--- src/rtl/sync_fifo_asym.sv ---
// Single-clock FIFO with independent write and read widths.
// Storage and occupancy are kept in units of the narrower width, so upsizing
// and downsizing share one datapath. The low unit of every word is the one
// that is first in time on both the write and the read side.
module sync_fifo_asym #(
   parameter int WRITE_WIDTH = 32,
   parameter int READ_WIDTH  = 64,
   parameter int WRITE_DEPTH = 8,
   parameter int ALMOST_WR   = 2,
   parameter int ALMOST_RD   = 2,
   parameter int FWFT        = 0
) (
   input  logic                                               clk,
   input  logic                                               rst,
   input  logic                                               wr_en,
   input  logic [WRITE_WIDTH-1:0]                             din,
   output logic                                               full,
   output logic                                               almost_full,
   output logic                                               wr_ack,
   output logic                                               overflow,
   output logic [$clog2(WRITE_DEPTH):0]                       wr_count,
   input  logic                                               rd_en,
   output logic [READ_WIDTH-1:0]                              dout,
   output logic                                               valid,
   output logic                                               underflow,
   output logic                                               empty,
   output logic                                               almost_empty,
   output logic [$clog2(WRITE_DEPTH*WRITE_WIDTH/READ_WIDTH):0] rd_count
);

   localparam int MIN_W    = (WRITE_WIDTH < READ_WIDTH) ? WRITE_WIDTH : READ_WIDTH;
   localparam int MAX_W    = (WRITE_WIDTH < READ_WIDTH) ? READ_WIDTH : WRITE_WIDTH;
   localparam int WU       = WRITE_WIDTH / MIN_W;
   localparam int RU       = READ_WIDTH / MIN_W;
   localparam int CAP      = WRITE_DEPTH * WU;
   localparam int RD_DEPTH = WRITE_DEPTH * WRITE_WIDTH / READ_WIDTH;
   localparam int PTR_W    = $clog2(CAP);
   localparam int UW       = PTR_W + 1;
   localparam int WCW      = $clog2(WRITE_DEPTH) + 1;
   localparam int RCW      = $clog2(RD_DEPTH) + 1;
   localparam int WU_SH    = $clog2(WU);
   localparam int RU_SH    = $clog2(RU);

   localparam logic [UW-1:0]    CAP_U = UW'(CAP);
   localparam logic [UW-1:0]    WU_U  = UW'(WU);
   localparam logic [UW-1:0]    RU_U  = UW'(RU);
   localparam logic [PTR_W-1:0] WU_P  = PTR_W'(WU);
   localparam logic [PTR_W-1:0] RU_P  = PTR_W'(RU);

   localparam bit WW_OK = (WRITE_WIDTH > 0) && ((WRITE_WIDTH & (WRITE_WIDTH - 1)) == 0);
   localparam bit RW_OK = (READ_WIDTH > 0) && ((READ_WIDTH & (READ_WIDTH - 1)) == 0);
   localparam bit WD_OK = (WRITE_DEPTH > 0) && ((WRITE_DEPTH & (WRITE_DEPTH - 1)) == 0);

   // Reject parameter sets the unit-based datapath cannot represent.
   if (!WW_OK) begin : g_err_ww
      $error("sync_fifo_asym: WRITE_WIDTH must be a power of two");
   end
   if (!RW_OK) begin : g_err_rw
      $error("sync_fifo_asym: READ_WIDTH must be a power of two");
   end
   if (!WD_OK) begin : g_err_wd
      $error("sync_fifo_asym: WRITE_DEPTH must be a power of two");
   end
   if (RD_DEPTH < 2) begin : g_err_rd
      $error("sync_fifo_asym: read depth must be at least 2");
   end
   if (MAX_W / MIN_W > 64) begin : g_err_ratio
      $error("sync_fifo_asym: width ratio must not exceed 64");
   end

   logic [MIN_W-1:0]      mem [CAP];
   logic [PTR_W-1:0]      wr_ptr_reg;
   logic [PTR_W-1:0]      rd_ptr_reg;
   logic [UW-1:0]         used_reg;
   logic [UW-1:0]         used_next;
   logic [READ_WIDTH-1:0] head;
   logic                  wr_acc;
   logic                  rd_acc;

   // Flags are derived only from the registered unit count.
   assign full         = (CAP_U - used_reg) < WU_U;
   assign empty        = used_reg < RU_U;
   assign wr_count     = WCW'(used_reg >> WU_SH);
   assign rd_count     = RCW'(used_reg >> RU_SH);
   assign almost_full  = int'(wr_count) >= (WRITE_DEPTH - ALMOST_WR);
   assign almost_empty = int'(rd_count) <= ALMOST_RD;

   assign wr_acc = wr_en & ~full;
   assign rd_acc = rd_en & ~empty;

   // Occupancy update; a simultaneous read and write nets out in one step.
   always_comb begin
      used_next = used_reg;
      case ({wr_acc, rd_acc})
         2'b10:   used_next = used_reg + WU_U;
         2'b01:   used_next = used_reg - RU_U;
         2'b11:   used_next = used_reg + WU_U - RU_U;
         default: used_next = used_reg;
      endcase
   end

   // Pointers and occupancy; pointers move in whole words and wrap modulo CAP.
   always_ff @(posedge clk or posedge rst) begin
      if (rst) begin
         wr_ptr_reg <= '0;
         rd_ptr_reg <= '0;
         used_reg   <= '0;
      end else begin
         used_reg <= used_next;
         if (wr_acc) wr_ptr_reg <= wr_ptr_reg + WU_P;
         if (rd_acc) rd_ptr_reg <= rd_ptr_reg + RU_P;
      end
   end

   // Storage write: slice i of the write word goes to unit address wr_ptr+i.
   always_ff @(posedge clk) begin
      if (wr_acc) begin
         for (int i = 0; i < WU; i++) begin
            mem[wr_ptr_reg + PTR_W'(i)] <= din[i*MIN_W +: MIN_W];
         end
      end
   end

   // Head read word: unit rd_ptr+gi lands in slice gi, oldest unit lowest.
   for (genvar gi = 0; gi < RU; gi++) begin : g_head
      localparam logic [PTR_W-1:0] OFF = PTR_W'(gi);
      assign head[gi*MIN_W +: MIN_W] = mem[rd_ptr_reg + OFF];
   end

   // Write/read status pulses reflect the previous cycle's decision.
   always_ff @(posedge clk or posedge rst) begin
      if (rst) begin
         wr_ack    <= 1'b0;
         overflow  <= 1'b0;
         underflow <= 1'b0;
      end else begin
         wr_ack    <= wr_acc;
         overflow  <= wr_en & full;
         underflow <= rd_en & empty;
      end
   end

   if (FWFT != 0) begin : g_fwft
      // Head word is shown directly; nothing is shown while empty so stale
      // storage never leaks out.
      assign dout  = empty ? '0 : head;
      assign valid = ~empty;
   end else begin : g_std
      logic [READ_WIDTH-1:0] dout_reg;
      logic                  valid_reg;

      // Registered read: capture the head word on an accepted read, else hold.
      always_ff @(posedge clk or posedge rst) begin
         if (rst) begin
            dout_reg  <= '0;
            valid_reg <= 1'b0;
         end else begin
            valid_reg <= rd_acc;
            if (rd_acc) dout_reg <= head;
         end
      end

      assign dout  = dout_reg;
      assign valid = valid_reg;
   end

endmodule

--- config.mk ---
export PLATFORM = sky130hd
export DESIGN_NAME = sync_fifo_asym
export DESIGN_NICKNAME = d
export VERILOG_FILES = /design/src/rtl/sync_fifo_asym.sv
export SDC_FILE = /design/constraint.sdc
export NUM_CORES = 1
export LEC_CHECK = 0
export ABC_AREA = 1
export BUFFER_PORTS_ARGS = -buffer_cell sky130_fd_sc_hd__buf_2
export CORE_ASPECT_RATIO = 0.75
export CORE_MARGIN = 4
export CORE_UTILIZATION = 50
export DETAILED_ROUTE_END_ITERATION = 10
export GPL_TIMING_DRIVEN = 0
export HOLD_SLACK_MARGIN = 0.02
export MAX_ROUTING_LAYER = met4
export PLACE_DENSITY = 0.68
export SLEW_MARGIN = 20
export SYNTH_ARGS = -nofsm -noshare
export SYNTH_HDL_FRONTEND = slang
export SYNTH_SLANG_ARGS = --single-unit
--- constraint.sdc ---
create_clock -name clk -period 4.2 [get_ports clk]
set_input_delay 0.42 -clock clk [delete_from_list [all_inputs] [get_ports clk]]
set_output_delay 0.42 -clock clk [all_outputs]
set_load 0.01 [all_outputs]
* Word level (Yosys, flattened, before mapping)
Memories as Yosys holds them, arrays and structs flattened. A register that Yosys moved wholly into a read port is not among the register bits.
Index checks and enable logic that the tools add are counted.
** Word-level totals
- Memory bits (writable) :: 256
- Word-level logic and storage cells :: 32
- Flip-flop bits (word level) :: 14
- Latch bits :: 0
- ROM bits :: 0
- Input port bits :: 36
- Memories :: 1
** Cells by class
- Div/mod/pow operators :: 0
- Add/subtract/negate cells :: 7
- $lt $le $gt $ge :: 4
- Muxes and demuxes :: 3
- Bitwise logic cells :: 6
- Reductions and logical operators :: 1
- Multipliers :: 0
- Shift operators :: 0
- Equality and inequality tests :: 3
** Memories
- mem :: depth 8, width 32, read ports 2, clocked after Yosys merged registers in 2, write ports 1, line 71 : logic [MIN_W-1:0] mem [CAP];
** Operators with widths (number)
- case mux 4 bit (3 select lines) :: 1
- subtractor 4 x 2 -> 4 bit (second input constant) :: 2
- adder 3 x 1 -> 3 bit (second input constant) :: 2
- adder 4 x 1 -> 4 bit (second input constant) :: 1
- AND 1 bit :: 4
- == test 2 bit (second input constant) :: 2
- greater-or-equal comparator 4 x 3 -> 1 bit (second input constant) :: 1
- < comparator 4 x 1 -> 1 bit (second input constant) :: 1
- < comparator 4 x 2 -> 1 bit (second input constant) :: 1
- subtractor 4 bit (first input constant) :: 1
- adder 3 x 2 -> 3 bit (second input constant) :: 1
- less-or-equal comparator 3 x 2 -> 1 bit (second input constant) :: 1
- nonzero test 3 bit :: 1
- == test 2 x 1 -> 1 bit (second input constant) :: 1
- two-way mux 1 bit :: 2
- inverter 1 bit :: 2

* Depth between registers and ports, before layout
- Depth after elaboration :: 6
- Mapped depth :: 12
- Depth with buffers taken out :: 11

* Worst setup path before layout
No wires, ideal clock.
- Path kind :: reg-to-reg
- Start point :: reg used_reg[2] (netlist: wr_count[2])
- End point :: mem mem[1][0] in the netlist's numbering (enable)
- Required time :: 3.779 ns
- Path slack :: 1.085 ns
- Stages on the path, launching flop included :: 10
- Arrival time :: 2.694 ns
- Clock period less this slack :: 3.115 ns
- Path through :: dfrtp_1 buf_6 inv_1 ha_1 nand2_1 nand2_1 nand2_2 a21oi_4 nand2_1 nor2_1
** On the way
- Longest elaborated chain between the ends :: 6
** RTL lines
- start, declared :: line 74 : logic [UW-1:0] used_reg;
- start signal, assigned :: line 109 : used_reg <= used_next;
- subtractor 4 bit :: line 81 : assign full = (CAP_U - used_reg) < WU_U;
- < comparator 4 x 1 -> 1 bit :: line 81
- inverter 1 bit :: line 88 : assign wr_acc = wr_en & ~full;
- AND 1 bit :: line 88
- via wr_acc :: line 77 : logic wr_acc;
- two-way mux 1 bit :: line 117 : if (wr_acc) begin
- two-way mux 1 bit (not written as such) :: line 119 : mem[wr_ptr_reg + PTR_W'(i)] <= din[i*MIN_W +: MIN_W];
- end, declared :: line 71
The timed path passes the listed nets, and every way through them passes these cells.

* Final worst setup path
- Start point :: reg used_reg[2] (netlist: wr_count[2])
- End point :: mem mem[7][23] in the netlist's numbering (enable)
The elaborated chain is that of the path after synthesis.

==> results.tsv <==
stage	metric	value	unit
clocking	root_buffer	clkbuf_16	
synthesis	netlist.area_leader.share	0.600	
global_route	antenna_found_initial	0	
floorplan	fp.coreArea	25100	sq um
synthesis	syn_inst	1010	
setup_path	r2r_end	mem[7][23]	
synthesis	synth_area	12800	sq um
status	status	completed	
timing	fin_skew	10.0	ps
place	dp_hpwl	20500	microns
cells_and_area	nFillCells	1975	
timing	period_needed	2870	ps
routing	vias	8247	
cells_and_area	nets	1215	
routing	remaining_drc_errors	0	
timing	maxSlewHeadroom	0.495	
setup_path	critPathKind	reg2reg	
timing	slew_viol_final	0	
setup_path	crit_arrival	3130	ps
global_route	grt_pass1_vias	7759	
power_and_ir_drop	leakagePower	5.57	nW
routing	dr.pass1.iters	5	
setup_path	rrSetupSlack	1330	ps
synthesis	synthTopCellsByArea	edfxtp_1, dfrtp_1, nor2_1, o21ai_1, a31oi_1	
synthesis	ys_top_cells_by_count	nor2_1, edfxtp_1, o21ai_1	
setup_path	crit_path_max_fanout	17	
worst_hold_path	holdPathEnd	mem[3][17]	
synthesis	async_flop_share	0.231	
floorplan	initial_utilization	0.511	
clocking	clock-sinks	333	
routing	postRouteAntennaNets	0	
routing	viasPerCell	5.39	
clocking	cts_tree	built	
setup_path	critPathBufInv	3	
cells_and_area	largest_reg_flops	256	
clocking	clk_latency	550	ps
synthesis	ys.warnings.count	0	
floorplan	dieWidth	193	microns
cells_and_area	utilization	0.602	
floorplan	dieArea	28300	sq um
setup_path	cp-start-kind	flip-flop	
synthesis	ys_dominant_reg_cell	edfxtp_1	
floorplan	die_h	147	microns
cells_and_area	insertedDiodeCount	0	
synthesis	synth.most_common_cell	nor2_1	
floorplan	pin_count	115	
global_route	grt_overflow_total	0	
synthesis	yosysTopAreaCell	edfxtp_1	
setup_path	crit_top_cell	nand2_1	
flow_run	cap_violations	0	
routing	drt_iter0_markers	918	
synthesis	avgSynthCellArea	12.7	sq um
setup_path	end_kind	flip-flop	
setup_path	required	4450	ps
cells_and_area	drive_above_1_share	0.191	
synthesis	synth_edf_count	256	
place	globalplace.congestion	0.867	
global_route	grt_pass1_wl	47100	microns
timing	max_freq	0.348	GHz
power_and_ir_drop	p_per_area	746	nW/um^2
cells_and_area	syn2layout_area_growth	17.8	%
global_route	track_usage	0.227	
synthesis	synth_seq_cells	333	
synthesis	synth_cell_types	30	
clocking	post_cts_resized	0	
timing	final-setup-viol-count	0	
worst_hold_path	min_path_type	in2reg	
power_and_ir_drop	ir_worst_vdd	0.389	mV
worst_hold_path	holdCritStartpoint	din[17]	
setup_path	cp_cell_sequence	buf_6 > inv_1 > ha_1 > nand2_1 > nand2_1 > nand2_2 > a21oi_4 > nand2_1 > nor2_4 > buf_16	
routing	wirelength	31500	microns
timing	hold_viol	0	
place	port_buffers	114	
setup_path	cp_slowest_cell	nor2_4	
setup_path	rr_worst_depth	10	
global_route	grt_start_max_net_pins	62	
clocking	cts_max_level	1	
setup_path	r2r-start	wr_count[2]	
synthesis	ys_seq_area_frac	0.750	
clocking	cts_buffers	31	
worst_hold_path	whs_path_depth	1	
timing	worst_slew_pin_slew	756	ps
synthesis	synthesis.nets	1056	
setup_path	max_stage_delay	640	ps
clocking	cts.clk_slew.worst_paths	70	ps
routing	wire_per_inst	20.5	microns
floorplan	rows	50	
timing	rsz0062_at_grt	no	
clocking	cts.path.max_buffers	3	
timing	fin_hold_ws	143	ps
setup_path	crit_family	simple AND/OR/NAND/NOR gates	
timing	post-route-period-util	0.684	
==> power breakdown <==
group / leakage (nW) / internal (mW) / switching, mW / total [mW]
Sequential: 3.19 / 4.32 / 0.339 / 4.66
Clock: 0.481 / 1.57 / 1.15 / 2.72
Combinational: 1.90 / 1.32 / 2.57 / 3.89
==> metrics by stage <==
stage / instance area (sq um) / TNS (ps) / power, mW / worst slack (ps) / instances
after floorplan: 12800 / 0 / 7.04 / 1090 / 1010
final: 15100 / 0 / 11.3 / 1330 / 1531
after global routing: 15100 / 0 / 11.9 / 1140 / 1531
after detailed placement: 14100 / 0 / 8.61 / 1370 / 1473
after global placement: 13800 / -29210 / 8.39 / -271 / 1462
after CTS: 15100 / 0 / 11.3 / 1320 / 1531
==> cell families (layout without fill, tap and decap cells) <==
| family | after synthesis | count (layout) | synth area share |
|---|---|---|---|
| xor gates and xnor gates | 5 | 5 | 0.00342 |
| AOI/OAI and AO/OA | 197 | 197 | 0.0841 |
| DFF | 333 | 333 | 0.750 |
| adders and majority gates | 10 | 10 | 0.00976 |
| buffers and inverters | 80 | 263 | 0.0336 |
| and+or+nand+nor | 385 | 385 | 0.119 |
==> area by class of cell <==
class / count / area (sq um) / area share
buffer: 60 / 350 / 0.0232
clock buffer: 41 / 833 / 0.0552
clock inverter: 16 / 150 / 0.00994
inverter: 20 / 85.1 / 0.00563
multi-input combinational: 597 / 2820 / 0.187
sequential: 333 / 9610 / 0.637
tap: 338 / 423 / 0.0280
timing repair buffer: 126 / 823 / 0.0545
==> worst max-delay path by stage <==
| stage | from | endpoint | cells after the start |
|---|---|---|---|
| 6_report | wr_count[2] | mem[7][23] | 10 |
| 5_1_grt | wr_count[2] | mem[1][23] | 11 |
| 4_1_cts | wr_count[2] | mem[1][23] | 11 |
| 3_5_place_dp | wr_count[2] | mem[1][26] | 11 |
| 3_3_place_gp | wr_count[2] | mem[7][28] | 9 |
| 2_1_floorplan | wr_count[2] | mem[1][0] | 9 |
==> cells in the final DEF (no fill, tap or decap), drive strengths merged <==
| cell type | instances |
|---|---|
| dlygate4sd3 | 1 |
| nand4 | 1 |
| nor2 | 340 |
| edfxtp | 256 |
| clkinvlp | 1 |
| nand3 | 7 |
| o21ai | 130 |
| or2 | 1 |
| a21oi | 3 |
| nand2 | 36 |
| clkinv | 12 |
| dfrtp | 77 |
| ha | 10 |
| xnor2 | 1 |
| buf | 169 |
| xor2 | 4 |
| bufinv | 3 |
| a31oi | 64 |
| inv | 20 |
| clkbuf | 57 |
==> per-layer routing <==
layer / wire length (microns) / up-vias / track usage
li1: - / 3853 / -
met1: 14100 / 4023 / 0.341
met2: 14300 / 327 / 0.336
met3: 2410 / 44 / 0.0339
met4: 649 / 0 / 0.0456
met5: 0 / - / -
==> timing repair <==
action	4_1_cts	5_1_grt
hold buffers	1	0
setup buffers	0	0
hold endpoints to repair	16	0
Note: power is estimated with default switching activity, not from simulation.
